--- src/rtl/arima_pkg.sv ---
// Shared types and constants for the ARIMA datapath: sample type, FSM states,
// and the saturating adder used when INTE_SAT_EN is defined.
package arima_pkg;

    localparam int DW    = 32;
    localparam int MAX_D = 10;
    localparam int DQW   = $clog2(MAX_D + 1);

    typedef logic signed [DW-1:0] sample_t;

    typedef enum logic {
        IDLE = 1'b0,
        RUN  = 1'b1
    } state_t;

    // One extra bit of headroom: overflow shows up as the top two bits disagreeing.
    function automatic sample_t sat_add(sample_t a, sample_t b);
        logic signed [DW:0] s;
        s = {a[DW-1], a} + {b[DW-1], b};
        if (s[DW] != s[DW-1]) begin
            sat_add = s[DW] ? {1'b1, {(DW-1){1'b0}}} : {1'b0, {(DW-1){1'b1}}};
        end else begin
            sat_add = s[DW-1:0];
        end
    endfunction

endpackage

--- src/rtl/inte_if.sv ---
// Stream bus of the integration stage: differenced-domain samples in,
// reconstructed samples out.
//
// Handshake: a beat transfers on a rising clk edge where valid and ready are
// both high. A producer holds valid and data stable until that transfer;
// ready may depend combinationally on the consumer's state and on the
// downstream ready.
interface inte_if;
    import arima_pkg::*;

    sample_t data_in;
    logic    in_valid;
    logic    in_ready;
    sample_t data_out;
    logic    out_valid;
    logic    out_ready;

    modport master (
        output data_in, in_valid, out_ready,
        input  in_ready, data_out, out_valid
    );

    modport slave (
        input  data_in, in_valid, out_ready,
        output in_ready, data_out, out_valid
    );

endinterface

--- src/rtl/inte_chain.sv ---
// Combinational d-stage ripple of running sums. Stage k adds acc[k] to the
// value coming from stage k+1. Adds saturate when INTE_SAT_EN is defined.
module inte_chain
    import arima_pkg::*;
(
    input  sample_t        acc_i [MAX_D],
    input  sample_t        data_i,
    input  logic [DQW-1:0] d_i,
    output sample_t        acc_o [MAX_D],
    output sample_t        y_o
);

    sample_t stage;

    always_comb begin
        stage = data_i;
        for (int k = MAX_D - 1; k >= 0; k--) begin
            acc_o[k] = acc_i[k];
            if (DQW'(k) < d_i) begin
`ifdef INTE_SAT_EN
                stage = sat_add(acc_i[k], stage);
`else
                stage = acc_i[k] + stage;
`endif
                acc_o[k] = stage;
            end
        end
        y_o = stage;
    end

endmodule

--- src/rtl/inte.sv ---
// Inverse-differencing stage: rebuilds original-domain forecasts from
// d-th-order differenced forecasts. INTE_SAT_EN selects saturating adds.
module inte
    import arima_pkg::*;
(
    input  logic           clk,
    input  logic           rst,
    input  sample_t        initial_inte [MAX_D],
    input  logic           init_inte,
    input  logic [31:0]    d_order_in,
    output logic [31:0]    sample_cnt,
    inte_if.slave          bus,
    output state_t         dbg_state,
    output sample_t        dbg_acc [MAX_D]
);

    state_t         state_q, state_d;
    logic [DQW-1:0] d_q, d_d;
    sample_t        acc_q [MAX_D];
    sample_t        acc_d [MAX_D];
    sample_t        data_out_q, data_out_d;
    logic           out_valid_q, out_valid_d;
    logic [31:0]    cnt_q, cnt_d;

    sample_t        acc_new [MAX_D];
    sample_t        y_new;
    logic [DQW-1:0] d_load;
    logic           in_ready;
    logic           accept;

    // Orders above MAX_D clamp rather than truncate to the register width.
    assign d_load = (d_order_in > 32'(MAX_D)) ? DQW'(MAX_D) : d_order_in[DQW-1:0];

    assign in_ready = (state_q == RUN) && !init_inte && (!out_valid_q || bus.out_ready);
    assign accept   = bus.in_valid && in_ready;

    inte_chain u_chain (
        .acc_i  (acc_q),
        .data_i (bus.data_in),
        .d_i    (d_q),
        .acc_o  (acc_new),
        .y_o    (y_new)
    );

    always_comb begin
        state_d     = state_q;
        d_d         = d_q;
        acc_d       = acc_q;
        data_out_d  = data_out_q;
        out_valid_d = out_valid_q;
        cnt_d       = cnt_q;

        if (bus.out_ready) out_valid_d = 1'b0;

        if (init_inte) begin
            state_d = RUN;
            d_d     = d_load;
            for (int k = 0; k < MAX_D; k++) begin
                acc_d[k] = (DQW'(k) < d_load) ? initial_inte[k] : '0;
            end
            cnt_d = '0;
        end else if (accept) begin
            acc_d       = acc_new;
            data_out_d  = y_new;
            out_valid_d = 1'b1;
            cnt_d       = cnt_q + 32'd1;
        end
    end

    always_ff @(posedge clk) begin
        if (rst) begin
            state_q     <= IDLE;
            d_q         <= '0;
            for (int k = 0; k < MAX_D; k++) acc_q[k] <= '0;
            data_out_q  <= '0;
            out_valid_q <= 1'b0;
            cnt_q       <= '0;
        end else begin
            state_q     <= state_d;
            d_q         <= d_d;
            acc_q       <= acc_d;
            data_out_q  <= data_out_d;
            out_valid_q <= out_valid_d;
            cnt_q       <= cnt_d;
        end
    end

    assign bus.in_ready  = in_ready;
    assign bus.data_out  = data_out_q;
    assign bus.out_valid = out_valid_q;
    assign sample_cnt    = cnt_q;
    assign dbg_state     = state_q;
    assign dbg_acc       = acc_q;

endmodule
--- src/flat_wrapper.sv ---
// flat-port wrapper written by rule: the top's interface ports become plain ports
module inte_flat import arima_pkg::*;
  (clk, rst, initial_inte, init_inte, d_order_in, sample_cnt, dbg_state, dbg_acc, bus_data_in, bus_in_valid, bus_out_ready, bus_in_ready, bus_data_out, bus_out_valid);
  inte_if bus_i ();
  input  logic clk;
  input  logic rst;
  input  sample_t initial_inte[MAX_D];
  input  logic init_inte;
  input  logic [31:0] d_order_in;
  output logic [31:0] sample_cnt;
  output state_t dbg_state;
  output sample_t dbg_acc[MAX_D];
  input wire logic [$bits(bus_i.data_in)-1:0] bus_data_in;
  input wire logic [$bits(bus_i.in_valid)-1:0] bus_in_valid;
  input wire logic [$bits(bus_i.out_ready)-1:0] bus_out_ready;
  output wire logic [$bits(bus_i.in_ready)-1:0] bus_in_ready;
  output wire logic [$bits(bus_i.data_out)-1:0] bus_data_out;
  output wire logic [$bits(bus_i.out_valid)-1:0] bus_out_valid;
  assign bus_i.data_in = bus_data_in;
  assign bus_i.in_valid = bus_in_valid;
  assign bus_i.out_ready = bus_out_ready;
  assign bus_in_ready = bus_i.in_ready;
  assign bus_data_out = bus_i.data_out;
  assign bus_out_valid = bus_i.out_valid;
  inte u_core (.clk(clk), .rst(rst), .initial_inte(initial_inte), .init_inte(init_inte), .d_order_in(d_order_in), .sample_cnt(sample_cnt), .bus(bus_i), .dbg_state(dbg_state), .dbg_acc(dbg_acc));
endmodule
--- config.mk ---
export PLATFORM = sky130hd
export DESIGN_NAME = inte_flat
export DESIGN_NICKNAME = d
export VERILOG_FILES = /design/src/rtl/arima_pkg.sv /design/src/rtl/inte_if.sv /design/src/rtl/inte_chain.sv /design/src/rtl/inte.sv /design/src/flat_wrapper.sv
export SDC_FILE = /design/constraint.sdc
export NUM_CORES = 2
export LEC_CHECK = 0
export ABC_CLOCK_PERIOD_IN_PS = 19100
export BUFFER_PORTS_ARGS = -buffer_cell sky130_fd_sc_hd__buf_2
export CAP_MARGIN = 20
export CORE_MARGIN = 5
export CORE_UTILIZATION = 45
export DETAILED_ROUTE_END_ITERATION = 16
export PLACE_DENSITY = 0.78
export SLEW_MARGIN = 20
export SYNTH_ARGS = -nofsm -noshare
export SYNTH_HDL_FRONTEND = slang
export SYNTH_HIERARCHICAL = 1
export SYNTH_SLANG_ARGS = --single-unit
--- constraint.sdc ---
create_clock -name clk -period 19.1 [get_ports clk]
set_input_delay 3.82 -clock clk [delete_from_list [all_inputs] [get_ports clk]]
set_output_delay 3.82 -clock clk [all_outputs]
set_load 0.005 [all_outputs]
==> run metrics <==
status=finished clean; Slew @ Worst Pin=1.186 ns; Seq pwr share=between 20% and 30%; Worst Skew=0.03350 ns; Longest Clk Path Bufs=3; type of origin of the critical path=input port; antenna violations before repair=40; Peak VDD IR=0.00007350 V; non-filler instance count after layout=7910; power consumption=4.873 mW; leak pwr=26.02 nW; Core Region=85010 sq um; Cell Int Power=2.810 mW; synthesized flop and latch total=390; die height=302.2 um; Net Sw Frac=42.34%; WL final=184200 um; post-synthesis sequential area ratio=20.33%; DRT iter0 DRCs=5272; largest net degree at the start of global routing=around 90; EDFF count, synth=0; total track usage=37.00%; Inst Count DP=between 7000 and 8000; Post-DRT Antenna Nets=0; CP endpoint kind=register; CP arrival=19.23 ns; crit path time final=18.74 ns; clk sinks=~400; CTS tree=done; Cells after Synth=5295; drt first pass iters=7; YS warnings=6; clock-pin slew on the worst setup and hold paths=0.06 ns; max_slew headroom=20.94%; vias in the first global route=43360; most frequent cells in the layout=1086 x nand2_1, 869 x buf_4, 775 x buf_2; row cnt=107; share of post-route cells with drive strength above 1=30.79%; max_cap viols=0; drt wl/cell=23.29 um; H-Tree Level Count=2; # hold bufs at CTS=0; CP max FO=5; die area=91300 sq um; routability cong.=0.9875; global-route wire length before repair=between 200000 and 300000 um; switching power=just over 2 mW; Syn-to-layout area delta=35.75%; Hold Crit Class=reg2reg; insertion delay to the later sink of the worst-skew pair=around 0.64 ns; CP max-delay cell=fa_2; total number of vias=46930; fin nets=7418; number of I/O port buffers=775; Ports=776; Slowest Stage Delay on Critical Path=0.43 ns; RSZ-0062 raised after global routing=yes; Syn Std Cell Area=38410 sq um; DPL Wire Length=142300 um; average vias per placed instance=5.933; Slew Limit Fails=0; cts bufs inserted=50; most frequent CP cell=ha_1; Die X=302.2 um; fin util=61.33%; Power Dens Cells=approximately 93 nW/um^2; Clock power frac=about a fifth; gr ovfl total=0; Worst EP required=19.59 ns; post-synth cell types=83; detailed-route DRC error count=0; Primary FF master, synth=dfxtp_1; post-synthesis async set-or-reset flop share=0%; critical path class=in2reg; Comb pwr share=59.0%; Mapped Nets=between 6000 and 7000; starting density of the core=45.18%; commonest non-fill, non-tap cell in the layout=nand2_1; Max Freq=53.36 MHz; Mapped Avg Cell Area=7.254 sq um; Hold Fails Final Rpt=0; clk root buf=clkbuf_16; Final Setup Violations=0; part of the cycle the worst path needs=about 100%
final cells by class:
| type | instances | area [sq um] |
|---|---|---|
| diodes | 30 | 75.07 |
| clock buffers | 63 | 1424 |
| clock inverters | 27 | 275.3 |
| fillers | 7680 | 32870 |
| inverters | 403 | 1513 |
| multi-input cells | 4206 | 29130 |
| flip-flops and latches | 390 | 7811 |
| well taps | 1144 | 1431 |
| repair buffers | 1647 | 10490 |
worst paths after layout:
kind | slack, ns | startpoint | cells past startpoint | endpoint
worst max-delay path | 0.36 | bus_data_in[0] | 84 | u_core/dbg_acc[319]
worst min-delay path | 0.45 | u_core/bus.data_out[10] | 2 | u_core/bus.data_out[10]
worst max register to register | 2.35 | u_core/d_q[2] | 82 | u_core/dbg_acc[319]
worst min register to register | 0.45 | u_core/bus.data_out[10] | 2 | u_core/bus.data_out[10]
metrics by stage:
| stage | TNS (ns) | worst slack, ns | hold WS [ns] | cell area, sq um |
|---|---|---|---|---|
| floorplan | 0 | 0.4384 | 0.4527 | 38410 |
| global placement | -3.313 | -0.9023 | 0.4420 | 48700 |
| detailed placement | -6.025 | -1.195 | 0.4451 | 48700 |
| CTS | 0 | 0.01149 | 0.4536 | 50580 |
| global route | -1.090 | -0.5144 | 0.4660 | 52110 |
| finish | 0 | 0.3598 | 0.4522 | 52140 |
flip-flops by register name (all words and copies together), names as in the netlist:
name	count
u_core/bus.data_out	32
u_core/bus.out_valid	1
u_core/d_q	4
u_core/dbg_acc	320
u_core/dbg_state	1
u_core/sample_cnt	32
cell families after synthesis:
group / after synthesis / synth area share, %
mux: 227 / 5.938
simple gates: 1710 / 19.45
fa+ha+maj: 331 / 10.98
flops: 390 / 20.33
compound gates: 1665 / 29.63
xor+xnor: 273 / 6.316
buf+inv: 699 / 7.359
Yosys cell counts, types with 12 or more instances:
master | number | share of area (%)
nand2_1 | 1093 | 11
inv_1 | 402 | 3.9
dfxtp_1 | 390 | 20
o21ai_0 | 353 | 4.6
ha_1 | 321 | 10
a21oi_1 | 305 | 4.0
mux2i_1 | 220 | 5.7
nor2_1 | 208 | 2.0
a21o_1 | 199 | 3.9
xnor2_1 | 193 | 4.4
clkbuf_1 | 182 | 1.8
o22ai_1 | 166 | 2.7
o221ai_1 | 146 | 3.3
o2bb2ai_1 | 96 | 2.2
xor2_1 | 77 | 1.8
nand3_1 | 57 | 0.74
o21a_1 | 57 | 1.1
nor3_1 | 54 | 0.70
buf_1 | 53 | 0.52
a21boi_0 | 52 | 1.0
o21bai_1 | 52 | 1.0
or3_1 | 49 | 0.80
o221ai_2 | 46 | 1.8
a31oi_1 | 42 | 0.68
nand2b_1 | 38 | 0.62
nor2b_1 | 36 | 0.59
and3_1 | 31 | 0.50
nand4_1 | 29 | 0.47
a211oi_1 | 27 | 0.53
buf_2 | 26 | 0.34
o31ai_1 | 26 | 0.51
buf_4 | 23 | 0.45
nor4_1 | 19 | 0.31
and2_1 | 16 | 0.26
nor3b_1 | 15 | 0.29
or4_1 | 14 | 0.27
or2_2 | 13 | 0.21
o211ai_1 | 12 | 0.23
critical path, delay by kind of cell:
family	cells	cell delay, ns
buffers and inverters	10	1.13
xor gates and xnor gates	6	1.07
and+or+nand+nor	24	3.74
AOI/OAI and AO/OA	32	5.70
adders and majority gates	11	3.63
muxes	1	0.13
power groups by stage:
stage	registers (mW)	logic [mW]	clock network, mW
3_3_place_gp	0.996	2.58	0
5_1_grt	0.989	3.07	1.05
4_1_cts	0.980	2.65	1.02
2_1_floorplan	0.956	1.45	0
3_5_place_dp	0.997	2.61	0
6_report	0.987	2.88	1.01
routing by layer:
layer | GRT usage [%] | vias to the layer above | wire length (um)
li1 | - | 21800 | -
met1 | 47.03 | 22030 | 72400
met2 | 57.37 | 2546 | 80590
met3 | 8.792 | 538 | 19120
met4 | 21.34 | 22 | 12000
met5 | 0 | - | 140
what timing repair did:
action | in CTS | in global routing
pin swaps | 8 | 102
setup buffers | 5 | 48
endpoints found under the setup margin | 4 | 30
resized for setup | 42 | 299
(Power assumes the default switching activity.)
